`config.mk`:
```
export PLATFORM = sky130hd
export DESIGN_NAME = kmer_rolling_hash_stream
export DESIGN_NICKNAME = d
export VERILOG_FILES = /design/src/rtl/dna_hash_pkg.sv /design/src/rtl/dna_base_decoder.sv /design/src/rtl/kmer_rolling_hash_stream.sv
export SDC_FILE = /design/constraint.sdc
export NUM_CORES = 1
export LEC_CHECK = 0
export ABC_AREA = 1
export BUFFER_PORTS_ARGS = -buffer_cell sky130_fd_sc_hd__buf_2
export CAP_MARGIN = 30
export CORE_UTILIZATION = 28
export CTS_CLUSTER_DIAMETER = 200
export CTS_CLUSTER_SIZE = 14
export DETAILED_ROUTE_END_ITERATION = 10
export PLACE_DENSITY = 0.5
export SLEW_MARGIN = 10
export SYNTH_ARGS = -nofsm -noshare
export SYNTH_HDL_FRONTEND = slang
export SYNTH_HIERARCHICAL = 1
export SYNTH_SLANG_ARGS = --single-unit
export TNS_END_PERCENT = 30
```
`constraint.sdc`:
```
create_clock -name clk -period 2.6 [get_ports clk]
set_input_delay 0.52 -clock clk [delete_from_list [all_inputs] [get_ports clk]]
set_output_delay 0.52 -clock clk [all_outputs]
set_load 0.1 [all_outputs]
```
`src/rtl/dna_hash_pkg.sv`:
```
// Shared DNA base encoding: 2-bit base codes plus ASCII decode and complement helpers.
package dna_hash_pkg;

    localparam logic [1:0] BASE_A = 2'd0;
    localparam logic [1:0] BASE_C = 2'd1;
    localparam logic [1:0] BASE_G = 2'd2;
    localparam logic [1:0] BASE_T = 2'd3;

    typedef struct packed {
        logic       valid;
        logic [1:0] code;
    } base_t;

    function automatic base_t encode_base(input logic [7:0] ch);
        base_t b;
        b.valid = 1'b1;
        b.code  = BASE_A;
        case (ch)
            8'h41, 8'h61: b.code = BASE_A;  // A a
            8'h43, 8'h63: b.code = BASE_C;  // C c
            8'h47, 8'h67: b.code = BASE_G;  // G g
            8'h54, 8'h74: b.code = BASE_T;  // T t
            default:      b.valid = 1'b0;
        endcase
        return b;
    endfunction

    // With A=0 C=1 G=2 T=3 the Watson-Crick partner is simply 3-code.
    function automatic logic [1:0] complement_base(input logic [1:0] code);
        return 2'd3 - code;
    endfunction

endpackage

```
`src/rtl/dna_base_decoder.sv`:
```
// Combinational ASCII to {valid, 2-bit code} decoder, shared with downstream blocks.
module dna_base_decoder (
    input  logic [7:0] in_char,
    output logic       valid,
    output logic [1:0] code
);
    import dna_hash_pkg::*;

    base_t dec;

    assign dec   = encode_base(in_char);
    assign valid = dec.valid;
    assign code  = dec.code;

endmodule

```
`src/rtl/kmer_rolling_hash_stream.sv`:
```
// Streaming k-mer hasher: rolling forward/reverse-complement windows, one character per cycle,
// single registered output stage with valid/ready back-pressure.
module kmer_rolling_hash_stream #(
    parameter int K         = 4,
    parameter int HASH_W    = 32,
    parameter int POS_W     = 16,
    parameter bit CANONICAL = 1'b0
) (
    input  logic              clk,
    input  logic              rst,
    input  logic              in_valid,
    output logic              in_ready,
    input  logic [7:0]        in_char,
    input  logic              in_last,
    output logic              out_valid,
    input  logic              out_ready,
    output logic [HASH_W-1:0] out_hash,
    output logic [POS_W-1:0]  out_pos,
    output logic              out_last,
    output logic              bad_char
);
    import dna_hash_pkg::*;

    localparam int KW    = 2 * K;
    localparam int RUN_W = $clog2(K + 1);

    logic [KW-1:0]    fwd, rev;
    logic [RUN_W-1:0] run;
    logic [POS_W-1:0] idx;

    logic             base_valid;
    logic [1:0]       base_code;

    dna_base_decoder u_decoder (
        .in_char (in_char),
        .valid   (base_valid),
        .code    (base_code)
    );

    logic             accept;
    logic [KW+1:0]    fwd_ext, rev_ext;
    logic [KW-1:0]    fwd_new, rev_new, hash_sel;
    logic [RUN_W-1:0] run_new;
    logic             emit;

    assign in_ready = rst && (!out_valid || out_ready);
    assign accept   = in_valid && in_ready;

    // Shifting through a 2K+2-bit concatenation keeps the K=1 case free of negative slices.
    assign fwd_ext  = {fwd, base_code};
    assign fwd_new  = fwd_ext[KW-1:0];
    assign rev_ext  = {complement_base(base_code), rev};
    assign rev_new  = rev_ext[KW+1:2];
    assign run_new  = (run == RUN_W'(K)) ? RUN_W'(K) : run + RUN_W'(1);
    assign emit     = accept && base_valid && (run_new == RUN_W'(K));
    assign hash_sel = (CANONICAL && (rev_new < fwd_new)) ? rev_new : fwd_new;

    // NOTE: every register here is updated with <= so all state advances from the same pre-edge values.
    always_ff @(posedge clk or negedge rst) begin
        if (!rst) begin
            fwd <= '0;
            rev <= '0;
            run <= '0;
            idx <= '0;
        end else if (accept) begin
            if (in_last) begin
                fwd <= '0;
                rev <= '0;
                run <= '0;
                idx <= '0;
            end else begin
                fwd <= base_valid ? fwd_new : '0;
                rev <= base_valid ? rev_new : '0;
                run <= base_valid ? run_new : '0;
                idx <= idx + POS_W'(1);
            end
        end
    end

    // Output stage holds its payload while stalled; a handshake and a new emit may share an edge.
    always_ff @(posedge clk or negedge rst) begin
        if (!rst) begin
            out_valid <= 1'b0;
            out_hash  <= '0;
            out_pos   <= '0;
            out_last  <= 1'b0;
            bad_char  <= 1'b0;
        end else begin
            bad_char <= accept && !base_valid;
            if (emit) begin
                out_valid <= 1'b1;
                out_hash  <= HASH_W'(hash_sel);
                out_pos   <= idx - POS_W'(K - 1);
                out_last  <= in_last;
            end else if (out_ready) begin
                out_valid <= 1'b0;
            end
        end
    end

endmodule
```
==> metrics.md <==
| Metric | Value |
|---|---|
| Arrival time worst endpoint | `1.98 ns` |
| Port Buffers | `39` |
| Final nets | `449` |
| Clk_lat worst skew | `0.31 ns` |
| Antenna violations before repair | `0` |
| CORE AREA | `10,500 um2` |
| WP data required | `about 2.8 ns` |
| Filler cells | `1,127` |
| Synthesized flop and latch total | `52` |
| Vias in the first global route | `2,331` |
| CP startpoint kind | `input pin` |
| Cell variety after synth | `34` |
| Area growth, synth to finish | `11.1%` |
| CTS resizes | `0` |
| Placed Cells | `approximately 560` |
| Post-DP HPWL | `around 4800 um` |
| Final setup vio count | `0` |
| DIE HEIGHT | `about 110 um` |
| Top cell type's share of synthesized area | `0.423` |
| Most frequent cells after synthesis | `nand2_1 (107), dfrtp_1 (52), inv_1 (44)` |
| Setup WS post-layout | `a little over 0.8 ns` |
| Setup TNS | `0 ns` |
| Ports | `65` |
| Layout cells sized above 1 | `0.203` |
| Slowest cell on the critical path | `buf_12` |
| Synth area leaders | `dfrtp_1 (42%), nand2_1 (13%), buf_4 (6.3%), inv_1 (5.4%), nand3_1 (4.9%)` |
| Max IR drop VDD | `0.244 mV` |
| Seq/Total Area, Yosys | `0.423` |
| Worst Path Max Fanout | `25` |
| Rows | `37` |
| Die footprint | `around 11,000 um2` |
| Mapped Area | `a little over 3000 um2` |
| Pwr/cell area | `a little under 500 nW/um2` |
| Cell family with most CP delay | `simple AND/OR/NAND/NOR gates` |
| Root Driver | `clkbuf_8` |
| Slew HR | `0.590` |
| Syn_area_per_cell | `around 7.8 um2` |
| DR DRC count | `0` |
| Synth area leader | `dfrtp_1` |
| Most common cell on crit path | `nand2_1` |
| Hold crit path type | `input pin to async pin` |
| Mapped Cells | `between 300 and 400` |
| Period utilization | `0.681` |
| Highest Clock Rate | `around 560 MHz` |
| Max Cap Violations | `0` |
| Diodes inserted | `0` |
| WL final | `6580 um` |
| CTS tree | `yes` |
| Die width | `107 um` |
| Setup CP Type | `input pin to flip-flop` |
| Largest net degree at the start of global routing | `47` |
| Tot GR Track Use | `0.125` |
| Endpoint type of the worst setup path | `flip-flop` |
| Setup Skew | `~0.0053 ns` |
| Status | `finished clean` |
| RSZ-0062 raised after global routing | `false` |
| Clock-pin slew on the worst setup and hold paths | `~0.11 ns` |
| Post-Layout Cell Count | `570` |
| First-pass GRT wire length | `around 11,000 um` |
| Main synth FF type | `dfrtp_1` |
| CP Cell Sequence | `buf_2 -> nor2_1 -> nand2_1 -> nand2_1 -> nand2_1 -> nand2_1 -> inv_1 -> nor2_1 -> nand2_1 -> inv_1 -> nand3_4 -> buf_12 -> nand2_1 -> o21ai_2` |
| Pleak | `approximately 0.0019 uW` |
| CTS max path bufs | `2` |
| TritonCTS Buffers | `5` |
| Least-Margin Pin Slew | `0.616 ns` |
| Synth warn | `6` |
| Vias per cell | `between 4 and 5` |
| Post-DR wirelength/cell | `11.5 um` |
| GPL Wtd Cong | `0.775` |
| CTS Sinks | `52` |
| Post-CTS setup buffers | `0` |
| FFs w/ async S/R, synth | `1.00` |
| Min Tclk post-route | `around 1.8 ns` |
| Final hold viol count | `0` |
| Post-Place Setup Slack | `between 0.4 and 0.5 ns` |
| Gr ovfl total | `0` |
| Number of flops mapped to enable cells by yosys | `0` |
| Most common cell in the netlist | `nand2_1` |
| Via count | `around 2,500` |
| Core Util, Final | `0.325` |
| Total Power | `1700 uW` |
| TritonRoute pass-1 iters | `4` |
| H-tree lvl count | `2` |
| Starting Density | `0.293` |
| Antenna Nets Post-Route | `0` |
| Crit-path max cell delay | `approximately 0.26 ns` |
| CTS Hold Bufs | `0` |
| Crit path buffers/inverters | `4` |
| Worst reg-to-reg setup slack | `0.85 ns` |
| Max-slew violation count | `0` |
| Initial detailed-routing violation count | `roughly 170` |
cell type report:
type / instances / area, um2 / share of cell area
Multi-Input combinational cell: 283 / 1420 / 0.415
Clock inverter: 3 / 27.5 / 0.00805
Sequential cell: 52 / 1300 / 0.381
Inverter: 49 / 186 / 0.0545
Tap cell: 136 / 170 / 0.0498
Clock buffer: 5 / 68.8 / 0.0201
Timing Repair Buffer: 42 / 245 / 0.0717
power breakdown:
| group | internal, uW | total (uW) | switching [uW] | leakage (uW) |
|---|---|---|---|---|
| registers | 819 | 835 | 16.4 | 0.000723 |
| logic | 61.8 | 357 | 295 | 0.00114 |
| clock network | 199 | 503 | 305 | 0.0000463 |
cell usage in the layout (no fill, tap or decap), types with 3 or more instances in the layout:
cell type,instances
nor2_2,6
o21ai_1,8
inv_2,4
nor2_1,37
nand2_1,107
o21ai_2,10
clkbuf_8,5
nor2_4,4
buf_2,38
o21ai_0,13
nand2_2,5
dfrtp_1,52
xor2_1,6
ha_1,3
nand3_1,30
conb_1,24
inv_1,44
nand4_1,9
a21oi_1,7
state kept, by name, summed over array words and instances, names as in the netlist:
| register | count |
|---|---|
| idx | 16 |
| out_pos | 16 |
| out_hash | 8 |
| fwd | 6 |
| run | 3 |
| bad_char | 1 |
| out_last | 1 |
| out_valid | 1 |
path summary, 6_finish.rpt:
check                                             start                       to  cells after the start
worst max-delay path                         in_char[1]  out_hash[3]$_DFFE_PN0P_                     14
worst min-delay path                                rst    out_valid$_DFFE_PN0P_                      1
worst max register to register       run[0]$_DFFE_PN0N_  out_hash[3]$_DFFE_PN0P_                      7
worst min register to register  out_hash[7]$_DFFE_PN0P_  out_hash[7]$_DFFE_PN0P_                      2
max in group asynchronous                           rst      idx[14]$_DFFE_PN0N_                      2
min in group clk                out_hash[7]$_DFFE_PN0P_  out_hash[7]$_DFFE_PN0P_                      2
through the flow:
stage	hold WS (ns)	area [um2]
2_1_floorplan	0.224	3170
3_3_place_gp	0.383	3320
3_5_place_dp	0.387	3320
4_1_cts	0.0370	3420
5_1_grt	0.0465	3420
6_report	0.0448	3420
kinds of logic (layout without fill, tap and decap cells):
logic type | Yosys count | count (layout) | share of synthesized area
other cells | 1 | 24 | 0.00122
xor+xnor | 7 | 7 | 0.0199
simple gates | 208 | 208 | 0.318
buf+inv | 83 | 99 | 0.145
compound gates | 41 | 41 | 0.0809
flops | 52 | 52 | 0.423
fa+ha+maj | 3 | 3 | 0.0122
layer usage:
layer  routed length (um)  global-route usage  part of all wire  vias to the layer above
met4                   46              0.0313            0.0070                        0
met3                  235              0.0249             0.036                        4
met2                 3050               0.200              0.46                       51
li1                     -                   -                 -                     1271
met1                 3240               0.172              0.49                     1148
met5                    0                   0                 0                        -
Power figures use the tool's default switching activity.
